## config.mk

```make
export PLATFORM = sky130hd
export DESIGN_NAME = rate_limit_arb
export DESIGN_NICKNAME = d
export VERILOG_FILES = /design/src/rtl/rate_limit_arb.sv
export SDC_FILE = /design/constraint.sdc
export NUM_CORES = 1
export LEC_CHECK = 0
export BUFFER_PORTS_ARGS = -buffer_cell sky130_fd_sc_hd__buf_2
export CAP_MARGIN = 20
export CORE_ASPECT_RATIO = 1.75
export CORE_MARGIN = 3
export CORE_UTILIZATION = 38
export DETAILED_ROUTE_END_ITERATION = 8
export GPL_TIMING_DRIVEN = 0
export PLACE_DENSITY = 0.79
export SYNTH_ARGS = -nofsm -noshare
export SYNTH_HDL_FRONTEND = slang
export SYNTH_SLANG_ARGS = --single-unit
```

## constraint.sdc

```tcl
create_clock -name clk -period 3.31 [get_ports clk]
set_clock_uncertainty 0.15 [all_clocks]
set_input_delay 0.662 -clock clk [delete_from_list [all_inputs] [get_ports clk]]
set_output_delay 0.662 -clock clk [all_outputs]
set_load 0.03 [all_outputs]
```

## src/rtl/rate_limit_arb.sv

```systemverilog
// Round-robin packet arbiter feeding the transmit rate limiter push port.
// Holds the grant for a whole packet, with stall-timeout and length-limit release.
module rate_limit_arb #(
  parameter int W         = 32,
  parameter int N_SRC     = 4,
  parameter int MAX_LEN   = 16,
  parameter int STALL_MAX = 64
) (
  input  logic                     clk,
  input  logic                     rst_n,
  input  logic [N_SRC-1:0]         src_valid,
  input  logic [N_SRC-1:0]         src_last,
  input  logic [N_SRC*W-1:0]       src_data,
  output logic [N_SRC-1:0]         src_ready,
  output logic                     tx_valid,
  output logic [W-1:0]             tx_data,
  input  logic                     tx_full_r,
  input  logic                     err_clr,
  output logic                     lock_r,
  output logic [$clog2(N_SRC)-1:0] owner_r,
  output logic                     err_stall_r,
  output logic                     err_len_r
);
  localparam int PW = $clog2(N_SRC);

  typedef enum logic {IDLE, LOCK} state_t;

  state_t        state_q, state_d;
  logic [PW-1:0] ptr_q, ptr_d, owner_q, owner_d, sel;
  logic [7:0]    len_q, len_d, stall_q, stall_d;
  logic          err_stall_q, err_stall_d, err_len_q, err_len_d;
  logic          cand, acc, eop, len_hit, stall_hit, set_stall, set_len;
  logic [W-1:0]  data_a [N_SRC];

  for (genvar i = 0; i < N_SRC; i++) begin : g_unpack
    assign data_a[i] = src_data[i*W +: W];
  end

  function automatic logic [PW-1:0] wrap_inc(input logic [PW-1:0] v);
    if (v == PW'(N_SRC - 1)) return '0;
    return v + PW'(1);
  endfunction

  // Scan from the farthest candidate back to ptr so the nearest valid source wins.
  function automatic logic [PW-1:0] rr_pick(input logic [N_SRC-1:0] v, input logic [PW-1:0] p);
    logic [PW-1:0] s;
    logic [PW-1:0] idx;
    s = p;
    for (int k = N_SRC - 1; k >= 0; k--) begin
      idx = PW'((int'(p) + k) % N_SRC);
      if (v[idx]) s = idx;
    end
    return s;
  endfunction

  always_comb begin
    sel  = ptr_q;
    cand = 1'b0;
    if (state_q == LOCK) begin
      sel  = owner_q;
      cand = src_valid[owner_q];
    end else begin
      sel  = rr_pick(src_valid, ptr_q);
      cand = |src_valid;
    end
  end

  assign acc       = cand & ~tx_full_r;
  assign len_hit   = ({1'b0, len_q} + 9'd1) == 9'(MAX_LEN);
  assign stall_hit = ({1'b0, stall_q} + 9'd1) == 9'(STALL_MAX);
  assign eop       = acc & (src_last[sel] | len_hit);
  assign set_len   = eop & ~src_last[sel];

  // Outputs are held quiet during reset so an abandoned packet emits nothing.
  assign tx_valid  = acc & rst_n;
  assign tx_data   = data_a[sel];
  assign src_ready = (acc & rst_n) ? (N_SRC'(1) << sel) : '0;

  always_comb begin
    state_d   = state_q;
    ptr_d     = ptr_q;
    owner_d   = owner_q;
    len_d     = len_q;
    stall_d   = stall_q;
    set_stall = 1'b0;
    if (state_q == IDLE) begin
      if (eop) begin
        ptr_d = wrap_inc(sel);
      end else if (acc) begin
        state_d = LOCK;
        owner_d = sel;
        len_d   = 8'd1;
        stall_d = 8'd0;
      end
    end else begin
      if (eop) begin
        state_d = IDLE;
        ptr_d   = wrap_inc(owner_q);
        len_d   = 8'd0;
      end else if (acc) begin
        len_d   = len_q + 8'd1;
        stall_d = 8'd0;
      end else if (!src_valid[owner_q]) begin
        if (stall_hit) begin
          state_d   = IDLE;
          ptr_d     = wrap_inc(owner_q);
          len_d     = 8'd0;
          stall_d   = 8'd0;
          set_stall = 1'b1;
        end else begin
          stall_d = stall_q + 8'd1;
        end
      end
    end
    err_stall_d = set_stall | (err_stall_q & ~err_clr);
    err_len_d   = set_len   | (err_len_q   & ~err_clr);
  end

  always_ff @(posedge clk or negedge rst_n) begin
    if (!rst_n) begin
      state_q     <= IDLE;
      ptr_q       <= '0;
      owner_q     <= '0;
      len_q       <= 8'd0;
      stall_q     <= 8'd0;
      err_stall_q <= 1'b0;
      err_len_q   <= 1'b0;
    end else begin
      state_q     <= state_d;
      ptr_q       <= ptr_d;
      owner_q     <= owner_d;
      len_q       <= len_d;
      stall_q     <= stall_d;
      err_stall_q <= err_stall_d;
      err_len_q   <= err_len_d;
    end
  end

  assign lock_r      = (state_q == LOCK);
  assign owner_r     = owner_q;
  assign err_stall_r = err_stall_q;
  assign err_len_r   = err_len_q;
endmodule

```

After elaboration in Yosys (flattened, before gate mapping)
Index checks and enable logic that the tools add are counted.
Storage, ports and cells
  register bits: 23
  bits of input ports: 140
  output and inout port bits: 42
  word-level logic and storage cells: 127
Cells by class
  $add $sub $neg: 9
  magnitude comparators: 7
  equality and inequality tests: 9
  shifts and indexed selects: 1
  muxes and demuxes: 70
  bitwise logic cells: 15
  reduce and logical (&&, ||, !) cells: 9
Operator list (count)
  two-way mux 8 bit: 14
  binary-select mux 32 bit (select 2 bit): 1
  two-way mux 32 bit: 2
  two-way mux 2 bit: 16
  two-way mux 1 bit: 30
  adder 8 x 1 -> 9 bit, second input constant: 2
  less-than comparator 2 x 3 -> 1 bit, second input constant: 6
  adder 8 x 1 -> 8 bit, second input constant: 2
  binary-select mux 1 bit (select 2 bit): 6
  == test 9 x 5 -> 1 bit, second input constant: 1
  == test 9 x 7 -> 1 bit, second input constant: 1
  AND reduction 4 bit: 2
  adder 2 x 1 -> 2 bit, second input constant: 3
  AND 1 bit: 6
  inequality test 2 bit, second input constant: 3
  AND reduction 3 bit: 2
  nonzero test 2 bit: 3
  NOT 1 bit: 5
  adder 2 bit, second input constant: 2
  == test 2 bit, second input constant: 2
  two-way mux 4 bit: 1
  OR reduction 4 bit: 1
  << shifter 1 x 2 -> 4 bit, first input constant: 1
  >= comparator 3 bit, second input constant: 1
  other kinds (5): 7

Longest topological paths before layout
Gate-level depths: netlist (run 1).
  depth after elaboration: 20
  gate-level depth with buffers: 10
  gate-level depth less buffers: 8

Worst setup path before layout (run 1)
Ideal clock, no wire load.
  path kind: in2out
  start: input port src_valid[3]
  end: output port src_ready[3]
  arrival time: 2.619 ns
  data required time: 2.498 ns
  setup slack: -0.121 ns
  cell stages on the path: 9
  path buffers: 2
  cells stage by stage: buf_6 > nor3_2 > a2111oi_2 > or2_1 > mux2i_1 > clkbuf_1 > inv_1 > ha_1 > and3_1
On the way
  longest elaborated chain between the ends: 9
  elaborated cells between the ends (all ways): 21
Ends and longest elaborated chain
  start: declaration: line 11  | input logic [N_SRC-1:0] src_valid,
  binary-select mux 1 bit (select 2 bit): line 51  | if (v[idx]) s = idx;
  two-way mux 1 bit (not written as such): line 51
  two-way mux 2 bit (3 in series): line 51
  two-way mux 2 bit *: line 51
  two-way mux 2 bit *: line 59  | if (state_q == LOCK) begin
  net sel[1]: line 29  | logic [PW-1:0] ptr_q, ptr_d, owner_q, owner_d, sel;
  << shifter 1 x 2 -> 4 bit *: line 77  | assign src_ready = (acc & rst_n) ? (N_SRC'(1) << sel) : '0;
  two-way mux 4 bit *: line 77
  end: declaration: line 14  | output logic [N_SRC-1:0] src_ready,
The timed path passes the listed nets; every way through them passes the cells marked *. The select of a mux whose other input is x is not followed.

Final worst setup path (run 1)
  start: input port src_valid[3]
  end: output port tx_data[2]
On the way
  longest elaborated chain between the ends: 11
  elaborated cells between the ends (all ways): 17
Ends and longest elaborated chain
  binary-select mux 1 bit (select 2 bit): line 51
  two-way mux 1 bit (not written as such): line 51
  two-way mux 2 bit (3 in series): line 51
  two-way mux 2 bit *: line 51
  two-way mux 2 bit *: line 59
  NOT 2 -> 3 bit (not written as such) *: line 76  | assign tx_data = data_a[sel];
  binary-select mux 32 bit (select 2 bit) *: line 76
  two-way mux 32 bit (not written as such) * (2 in series): line 76
  end: declaration: line 16  | output logic [W-1:0] tx_data,
Mark *: on every way between the ends. The rest lies on a longest branch, timed or not. The select of a mux whose other input is x is not followed.

==> results of run 1 <==
[cells in the mapped netlist (all sizes together) (4+ instances only)]
| cell | instances | area [um^2] |
|---|---|---|
| mux2 | 7 | 86.33 |
| and3 | 9 | 56.30 |
| buf | 11 | 76.32 |
| o21ai | 8 | 43.79 |
| clkbuf | 4 | 15.01 |
| inv | 8 | 30.03 |
| mux4 | 33 | 743.2 |
| nor3 | 10 | 55.05 |
| mux2i | 4 | 40.04 |
| xnor2 | 5 | 43.79 |
| dfrtp | 23 | 575.6 |
| nor2b | 6 | 45.04 |
| a32o | 5 | 50.05 |
| ha | 7 | 87.58 |
| o21a | 4 | 30.03 |
| nand2 | 21 | 78.83 |
| nor2 | 13 | 48.80 |
| nand3 | 7 | 35.03 |
| a211oi | 4 | 30.03 |
| a21oi | 6 | 30.03 |
[worst reg2reg max path: stages, from the launching register on]
cell	delay, ns
dfrtp_1	0.36
clkbuf_4	0.19
nor2b_1	0.17
a2111oi_2	0.08
or2_4	0.27
buf_4	0.14
a2111oi_2	0.40
a211oi_1	0.13
buf_6	0.17
or3_4	0.39
mux2_4	0.30
[cells by family (layout without fill, tap and decap cells)]
family	after synthesis	count (layout)	share of synthesized area
adder cells (fa/ha/maj)	7	7	0.03343
AND/OR/NAND/NOR	83	83	0.1686
multiplexers	44	44	0.3319
XOR/XNOR	6	6	0.02006
other	0	2	0
AO/OA/AOI/OAI	60	60	0.1786
buffers and inverters	24	219	0.04775
flip-flops	23	23	0.2197
[layout make-up]
type | instances | area (um^2)
fillers | 522 | 2349
plain buffers | 15 | 163.9
repair buffers | 191 | 1296
well taps | 82 | 102.6
clock inverters | 1 | 5.005
clock buffers | 3 | 75.07
flip-flops and latches | 23 | 575.6
inverters | 9 | 33.78
multi-input cells | 200 | 1982
diodes | 2 | 5.005
[per-layer routing]
layer | vias to the layer above | track usage
li1 | 1391 | -
met1 | 1541 | 0.3450
met2 | 231 | 0.4735
met3 | 36 | 0.1009
met4 | 2 | 0.1224
met5 | - | 0
[state kept, by name, summed over array words and instances (netlist names)]
signal	count
stall_q	8
err_stall_r	1
len_q	8
owner_r	2
err_len_r	1
ptr_q	2
lock_r	1
[placed cells by master, fill, tap and decap left out, types with 3 or more instances in the layout]
cell | Yosys | routed
and3_1 | 9 | 9
buf_6 | 3 | 38
o21a_1 | 4 | 4
nand2_1 | 21 | 21
dfrtp_1 | 23 | 23
mux2i_1 | 4 | 3
a32o_1 | 5 | 5
ha_1 | 7 | 6
o21ai_0 | 7 | 6
nor3_1 | 9 | 8
buf_8 | 0 | 3
clkbuf_4 | 0 | 3
nor2b_1 | 5 | 4
inv_1 | 8 | 7
mux2_2 | 5 | 5
a21oi_1 | 6 | 6
a21o_1 | 3 | 3
a211oi_1 | 4 | 4
nor2_1 | 13 | 13
xnor2_1 | 5 | 5
clkbuf_16 | 0 | 4
a31oi_1 | 3 | 3
nand3_1 | 7 | 7
buf_12 | 0 | 4
buf_4 | 1 | 5
buf_2 | 7 | 147
mux4_2 | 33 | 33
[metrics by stage]
step | utilization | hold slack [ns] | area, um^2 | cells
after floorplan | - | 0.2164 | 2636 | 247
after global placement | 0.5518 | 0.3691 | 3635 | 508
after detailed placement | 0.5518 | 0.3831 | 3635 | 508
after CTS | 0.6192 | 0.2829 | 4079 | 522
after global routing | 0.6427 | 0.3016 | 4234 | 524
final | 0.6435 | 0.2618 | 4239 | 526
[worst max-delay path by stage]
stage / startpoint / end / slack (ns) / depth (start not counted)
6_report: src_valid[3] / tx_data[2] / -0.03 / 10
5_1_grt: src_valid[3] / tx_data[31] / -0.1 / 10
4_1_cts: src_valid[3] / tx_data[25] / 0.002 / 10
3_5_place_dp: src_valid[3] / tx_data[11] / -0.60 / 9
3_3_place_gp: src_valid[3] / tx_data[11] / -0.55 / 9
2_1_floorplan: src_valid[3] / src_ready[3] / 0.004 / 9
[power groups by stage]
stage / combinational [W] / sequential, W / clock, W
floorplan: 0.00205 / 0.000441 / 0
global placement: 0.00279 / 0.000420 / 0
detailed placement: 0.00282 / 0.000423 / 0
CTS: 0.00349 / 0.000418 / 0.000270
global route: 0.00399 / 0.000432 / 0.000282
finish: 0.00379 / 0.000423 / 0.000264
[what timing repair did]
| item | CTS | global route |
|---|---|---|
| cloned | 2 | 1 |
| resized for setup | 70 | 43 |
| setup endpoints to repair | 37 | 35 |
| pin swaps | 4 | 1 |
| hold buffers | 0 | 0 |
| buffers inserted | 8 | 1 |
==> metrics.txt, run 1 <==
status finished, violations left; failing checks negative setup slack; Nets 590; EDFF count, synth 0; switching part of the total 0.4746; Psw 0.002124 W; PnR worst setup slack -0.03232 ns; setup violators final 8; vias in the first global route 3088; Seq cells post-synth 23; syn nets 394; Post-Syn Area per Cell 10.61 um^2; slowest stage cell, crit path mux4_2; routed vias/inst 6.086; total core area 0.006588 mm^2; register share of total power 0.095; Clock Power Share 0.059; Pins Over Slew Limit 0; CP Cell Sequence buf_8 -> buf_6 -> o22ai_2 -> a221oi_2 -> and2_4 -> a21boi_4 -> buf_8 -> buf_6 -> mux4_2 -> buf_6; fraction of layout cells with a size suffix above 1 0.6063; Synth cell types 62; Pwr Total 0.004475 W; Power Internal 0.002351 W; final hold violation count 0; clock buffer depth 2; clk root buf clkbuf_16; DR WL met2 5940 um; RSZ-0062 raised after global routing yes; Total Wirelength 12250 um; metal3 WL 1867 um; Worst setup SP type input pin; Syn Inst Count 247; Ports 182; Setup TNS -0.1493 ns; Die W 68.77 um; sequential fraction of the synthesis area 0.2197; clk sinks 23; height of the chip 115.8 um; Worst Setup End Kind output pin; Layout area overhead 61.80%; Final min period 3.342 ns; residual DRC count 0; ANT nets after route 0; Clk Latency, worst-skew pair 0.26 ns; H-tree depth 1; global route overflow 0; dpl hpwl 9563 um; FP Rows 39; worst-margin pin slew 0.6119 ns; Top Family by Delay on Critical Path buffers and inverters; Slew headroom 0.5921; most used cell, CP buf_6; Leak 2.039 nW; CTS tree built; worst r2r dst owner_r[0]; CTS buffer count 3; HP Class in2async; initial antenna violation count 3; total number of vias 3201; clk slew on worst S/H paths 0.06 ns; Synth Warn # 0; crit path max fanout 6; global-route wire length before repair 16660 um; CP arrival 2.53 ns; MaxCap Viol Count 0; Place WS -0.6018 ns; delay of the slowest critical-path stage 0.55 ns; largest net degree at the start of global routing 29; Mapped Area 0.002620 mm^2; R2R Setup Slk 0.46 ns; Synth Flop Type dfrtp_1; Synth async-reset ratio 1.000; Crit Path Class in2out; starting density of the core 0.3977; top sig layer met5; Pre-antenna DRT Iters 4; Met1 Routed Length 3906 um; die area 0.007967 mm^2; worst vdd ir 0.5396 mV; CP required 2.50 ns; max frequency 299.2 MHz; Final Cycle Share 1.010; power per cell area 1056 mW/mm^2; CP Buf/Inv Count 5; WL per Instance 23.28 um; initial DRC count 210; Port Buffer Count 179; Logic pwr share 0.846; gr usage total 0.2922; depth of the most critical reg-to-reg path 10; RR Startpoint ptr_q[0]; GP Congestion 0.9836
Note: power is estimated with default switching activity, not from simulation.
==> run 2, diff against run 1 <==
--- a/config.mk
+++ b/config.mk
@@ -9,10 +9,10 @@
 export CAP_MARGIN = 20
 export CORE_ASPECT_RATIO = 1.75
 export CORE_MARGIN = 3
-export CORE_UTILIZATION = 38
+export CORE_UTILIZATION = 46
 export DETAILED_ROUTE_END_ITERATION = 8
 export GPL_TIMING_DRIVEN = 0
-export PLACE_DENSITY = 0.79
+export PLACE_DENSITY = 0.89
 export SYNTH_ARGS = -nofsm -noshare
 export SYNTH_HDL_FRONTEND = slang
 export SYNTH_SLANG_ARGS = --single-unit
==> constraint.sdc (replaced) <==
create_clock -name clk -period 3.9 [get_ports clk]
set_clock_uncertainty 0.15 [all_clocks]
set_input_delay 0.78 -clock clk [delete_from_list [all_inputs] [get_ports clk]]
set_output_delay 0.78 -clock clk [all_outputs]
set_load 0.03 [all_outputs]
==> metrics.txt, run 2 (synthesis results as in run 1) <==
final std cells w/o fill 514 (was 526); Logic pwr share 0.828 (was 0.846); initial DRC count 328 (was 210); global route overflow 0 (unchanged); RSZ-0062 raised after global routing no (was yes); depth of the most critical reg-to-reg path 10 (unchanged); MaxCap Viol Count 0 (unchanged); Met1 Routed Length 3548 um (was 3906 um); final hold violation count 0 (unchanged); Slew headroom 0.6010 (was 0.5921); worst-margin pin slew 0.5986 ns (was 0.6119 ns); Psw 0.001640 W (was 0.002124 W); starting density of the core 0.4864 (was 0.3977); residual DRC count 0 (unchanged); Pwr Total 0.003007 W (was 0.004475 W); Total Wirelength 11200 um (was 12250 um); fraction of layout cells with a size suffix above 1 0.5816 (was 0.6063); CP required 2.97 ns (was 2.50 ns); crit path max fanout 10 (was 6); routed vias/inst 6.089 (was 6.086); Regs by FF count len_q: 8 flops, stall_q: 8 flops (unchanged); clock buffer depth 2 (unchanged); metal3 WL 1775 um (was 1867 um); Port Buffer Count 179 (unchanged); WL per Instance 21.79 um (was 23.28 um); R2R Setup Slk 1.01 ns (was 0.46 ns); Worst setup SP type input pin (unchanged); Clock Power Share 0.052 (was 0.059); DR WL met2 5596 um (was 5940 um); GP Congestion 1.070 (was 0.9836); initial antenna violation count 6 (was 3); max frequency 264.4 MHz; HP Class in2async (unchanged); H-tree depth 1 (unchanged); Layout area overhead 42.69% (was 61.80%); Placed Cells 500 (was 508); FP Rows 35 (was 39); total core area 0.005386 mm^2 (was 0.006588 mm^2); Clk Latency, worst-skew pair 0.27 ns (was 0.26 ns); Pins Over Slew Limit 0 (unchanged); Power Internal 0.001367 W (was 0.002351 W); switching part of the total 0.5455 (was 0.4746); setup violators final 0 (was 8); CTS tree built (unchanged); Nets 583 (was 590); power per cell area 804.4 mW/mm^2 (was 1056 mW/mm^2); clk slew on worst S/H paths 0.09 ns (was 0.06 ns); ANT nets after route 0 (unchanged); Final min period 3.782 ns; Final Cycle Share 0.9697; worst vdd ir 0.4243 mV (was 0.5396 mV); largest net degree at the start of global routing 29 (unchanged); commonest non-fill, non-tap cell in the layout buf_2 (unchanged); Leak 1.847 nW (was 2.039 nW); global-route wire length before repair 16480 um (was 16660 um); Crit Path Class in2out (unchanged); Die W 63.05 um (was 68.77 um); top sig layer met5 (unchanged); clk sinks 23 (unchanged); most frequent cells in the layout buf_2, mux4_2, dfrtp_1 (was buf_2, buf_6, mux4_2); status finished, final reports clean (was finished, violations left); Ports 182 (unchanged); Worst Setup End Kind output pin (unchanged); die area 0.006673 mm^2 (was 0.007967 mm^2); total number of vias 3130 (was 3201); height of the chip 105.8 um (was 115.8 um); vias in the first global route 3136 (was 3088); clk root buf clkbuf_8 (was clkbuf_16); register share of total power 0.121 (was 0.095); gr usage total 0.3226 (was 0.2922); CTS buffer count 3 (unchanged); dpl hpwl 9374 um (was 9563 um); CP arrival 2.85 ns (was 2.53 ns); Pre-antenna DRT Iters 5 (was 4)
-- run 2: changes by cell type in the layout (fill, tap and decap cells not counted), moves of 3 or more --
cell,before,now
buf_12,4,0
diode_2,2,5
clkbuf_16,4,0
clkbuf_4,3,0
buf_8,3,0
buf_6,38,3
buf_2,147,183
buf_4,5,10
-- run 2: layout make-up --
type / count / area, um^2
Tap cell: 74 / 92.59
Clock inverter: 1 / 5.005
Multi-Input combinational cell: 200 / 1939
Inverter: 9 / 33.78
Fill cell: 431 / 1648
Clock buffer: 3 / 41.29
Antenna cell: 5 / 12.51
Timing Repair Buffer: 184 / 933.4
Buffer: 15 / 105.1
Sequential cell: 23 / 575.6
-- run 2: power groups by stage --
stage               sequential [W]  combinational (W)  clock (W)
global placement          0.000356            0.00231          0
detailed placement        0.000363            0.00236          0
global route              0.000367            0.00263   0.000168
CTS                       0.000358            0.00241   0.000156
floorplan                 0.000375            0.00171          0
finish                    0.000363            0.00249   0.000156
-- run 2: routing by layer --
layer | GRT usage | up-vias
met1 | 0.3347 | 1491
met4 | 0.07899 | 8
met3 | 0.1727 | 33
met5 | 0 | -
li1 | - | 1374
met2 | 0.5616 | 224
-- run 2: path summary, 6_finish.rpt --
check	to	from
setup / recovery	tx_data[20]	src_valid[3]
hold / removal	len_q[5]	rst_n
setup reg to reg	ptr_q[1]	ptr_q[0]
hold reg to reg	err_stall_r	err_stall_r
max in group asynchronous	err_len_r	rst_n
min in group clk	err_stall_r	err_stall_r
-- run 2: worst max-delay path, stage by stage --
cell and delay (ns):
buf_2 0.12, buf_6 0.13, o22ai_1 0.14, a221oi_1 0.10, and2_1 0.27, a21boi_4 0.26
buf_4 0.27, mux4_2 0.55, buf_2 0.21
-- run 2: stage by stage --
stage,util,TNS [ns],cell area (um^2),worst slack (ns),hold WS [ns]
2_1_floorplan,-,0,2620,0.2333,0.3344
3_3_place_gp,0.6699,-5.741,3608,-0.3573,0.3700
3_5_place_dp,0.6699,-9.819,3608,-0.5286,0.3784
4_1_cts,0.6843,0,3686,0.008439,0.3621
5_1_grt,0.6922,0,3729,0.04255,0.3814
6_report,0.6941,0,3739,0.1180,0.3509
-- run 2: timing repair --
| action | 4_1_cts | 5_1_grt |
|---|---|---|
| setup endpoints to repair | 32 | 29 |
| hold buffers | 0 | 0 |
| pin swaps | 0 | 1 |
| resized for setup | 8 | 5 |
| buffers inserted | 0 | 5 |
==> run 3, diff against run 2 <==
--- a/config.mk
+++ b/config.mk
@@ -9,10 +9,11 @@
 export CAP_MARGIN = 20
 export CORE_ASPECT_RATIO = 1.75
 export CORE_MARGIN = 3
-export CORE_UTILIZATION = 46
+export CORE_UTILIZATION = 47
+export CTS_BUF_LIST = sky130_fd_sc_hd__clkbuf_8
 export DETAILED_ROUTE_END_ITERATION = 8
 export GPL_TIMING_DRIVEN = 0
-export PLACE_DENSITY = 0.89
+export PLACE_DENSITY = 0.91
 export SYNTH_ARGS = -nofsm -noshare
 export SYNTH_HDL_FRONTEND = slang
 export SYNTH_SLANG_ARGS = --single-unit
==> metrics.txt, run 3 (synthesis results as in run 1) <==
final hold violation count 0 (unchanged); # hold bufs at CTS 0 (unchanged); Pins Over Slew Limit 0 (unchanged); Die W 62.44 um (was 63.05 um); R2R Setup Slk 0.97 ns (was 1.01 ns); Logic pwr share 0.825 (was 0.828); depth of the most critical reg-to-reg path 10 (unchanged); Final Cycle Share 0.9898 (was 0.9697); Fillers 454 (was 431); initial DRC count 299 (was 328); slowest stage cell, crit path mux4_2 (unchanged); CP required 2.97 ns (about the same); Pwr Total 0.002965 W (was 0.003007 W); final std cells w/o fill 508 (was 514); Clock Power Share 0.052 (about the same); FP Rows 35 (unchanged); most used cell, CP buf_2 (unchanged); clk root buf clkbuf_8 (unchanged); H-tree depth 1 (unchanged); delay of the slowest critical-path stage 0.58 ns (was 0.55 ns); CTS tree built (unchanged); Ports 182 (unchanged); Setup crit start src_valid[3] (unchanged); GP Congestion 0.9739 (was 1.070); vias in the first global route 2997 (was 3136); commonest non-fill, non-tap cell in the layout buf_2 (unchanged); Worst Setup End Kind output pin (unchanged); max frequency 259.1 MHz (was 264.4 MHz); status finished, final reports clean (unchanged); CTS buffer count 3 (unchanged); ANT nets after route 0 (unchanged); Crit Path Class in2out (unchanged); dpl hpwl 9202 um (was 9374 um); RSZ-0062 raised after global routing yes (was no); WL per Instance 21.73 um (was 21.79 um); Port Buffer Count 179 (unchanged); setup violators final 0 (unchanged); total number of vias 3100 (was 3130); CP Cell Sequence buf_2 -> buf_6 -> o22ai_1 -> a221oi_1 -> and2_1 -> a21boi_4 -> buf_4 -> mux4_2 -> buf_2 (unchanged); most frequent cells in the layout buf_2, mux4_2, dfrtp_1 (unchanged); fraction of layout cells with a size suffix above 1 0.5787 (was 0.5816); Regs by FF count len_q: 8 flops, stall_q: 8 flops (unchanged); gr usage total 0.3235 (was 0.3226); height of the chip 104.8 um (was 105.8 um); routed vias/inst 6.102 (was 6.089); Register Area 575.6 um^2 (unchanged); clock buffer depth 2 (unchanged); power per cell area 799.6 mW/mm^2 (was 804.4 mW/mm^2); Nets 580 (was 583); switching part of the total 0.5481 (was 0.5455); worst vdd ir 0.4368 mV (was 0.4243 mV); starting density of the core 0.4904 (was 0.4864); crit path max fanout 10 (unchanged); worst-margin pin slew 0.5936 ns (was 0.5986 ns); MaxCap Viol Count 0 (unchanged); global-route wire length before repair 16300 um (was 16480 um); Power Internal 0.001340 W (was 0.001367 W); largest net degree at the start of global routing 29 (unchanged); Total Wirelength 11040 um (was 11200 um); clk sinks 23 (unchanged); Final min period 3.860 ns (was 3.782 ns); register share of total power 0.123 (was 0.121); die area 0.006542 mm^2 (was 0.006673 mm^2); area post-placement 0.003608 mm^2 (unchanged); crit path capture tx_data[18] (was tx_data[20]); clk slew on worst S/H paths 0.09 ns (about the same); Worst setup SP type input pin (unchanged); total area of multi-input combinational cells 0.001939 mm^2 (unchanged); CP arrival 2.93 ns (was 2.85 ns); initial antenna violation count 1 (was 6); fin area 0.003709 mm^2 (was 0.003739 mm^2); Pre-antenna DRT Iters 5 (unchanged); Leak 1.832 nW (was 1.847 nW); RR Startpoint ptr_q[1] (was ptr_q[0]); Layout area overhead 41.55% (was 42.69%); HP Class in2async (unchanged); Clk Latency, worst-skew pair 0.27 ns (about the same); global route overflow 0 (unchanged); total core area 0.005343 mm^2 (was 0.005386 mm^2); residual DRC count 0 (unchanged); worst r2r dst ptr_q[1] (unchanged); Slew headroom 0.6043 (was 0.6010); Placed Cells 500 (unchanged); Psw 0.001625 W (was 0.001640 W)
-- run 3: changes by cell type in the layout (fill, tap and decap cells not counted) --
cell      before  now
buf_4         10    6
diode_2        5    2
clkbuf_4       0    1
-- run 3: worst min-delay path by stage --
stage,startpoint,end,slack (ns)
after floorplan,rst_n,err_len_r,0.33
after global placement,err_stall_r,err_stall_r,0.37
after detailed placement,len_q[0],len_q[0],0.37
after CTS,rst_n,stall_q[1],0.37
after global routing,rst_n,len_q[5],0.38
final,rst_n,stall_q[1],0.35
-- run 3: power by group through the flow --
stage / sequential, W / combinational [W] / clock (W)
floorplan: 0.000375 / 0.00171 / 0
global placement: 0.000359 / 0.00232 / 0
detailed placement: 0.000361 / 0.00235 / 0
CTS: 0.000357 / 0.00241 / 0.000156
global route: 0.000366 / 0.00259 / 0.000164
finish: 0.000364 / 0.00245 / 0.000154
-- run 3: what timing repair did --
item,in CTS,in global routing
cloned,0,0
gates resized for setup,9,2
setup buffers,0,2
pin swaps,1,1
endpoints found under the setup margin,32,30
-- run 3: final cells by class --
class / count / share of cell area
sequential: 23 / 0.1552
clock buffer: 3 / 0.01113
timing repair buffer: 181 / 0.2456
antenna: 2 / 0.001350
buffer: 15 / 0.02834
tap: 74 / 0.02497
inverter: 9 / 0.009109
clock inverter: 1 / 0.001350
multi-input combinational: 200 / 0.5229
-- run 3: metal layers --
layer,wire length (um),GRT usage
met1,3893,0.3845
met2,5688,0.5783
met3,1170,0.06989
met4,286,0.09321
met5,0,0
-- run 3: worst max-delay path, delay by kind of cell --
family,cells,cell delay (ns)
buffers and inverters,4,0.74
AO/OA/AOI/OAI,3,0.55
AND/OR/NAND/NOR,1,0.27
multiplexers,1,0.58
-- run 3: metrics by stage --
step | util | hold slack [ns] | setup TNS [ns] | setup slack, ns
after floorplan | - | 0.3344 | 0 | 0.2333
after global placement | 0.6754 | 0.3663 | -4.887 | -0.2866
after detailed placement | 0.6754 | 0.3744 | -7.780 | -0.3962
after CTS | 0.6899 | 0.3691 | 0 | 0.01007
after global routing | 0.6937 | 0.3814 | -0.5632 | -0.07037
final | 0.6941 | 0.3548 | 0 | 0.03991
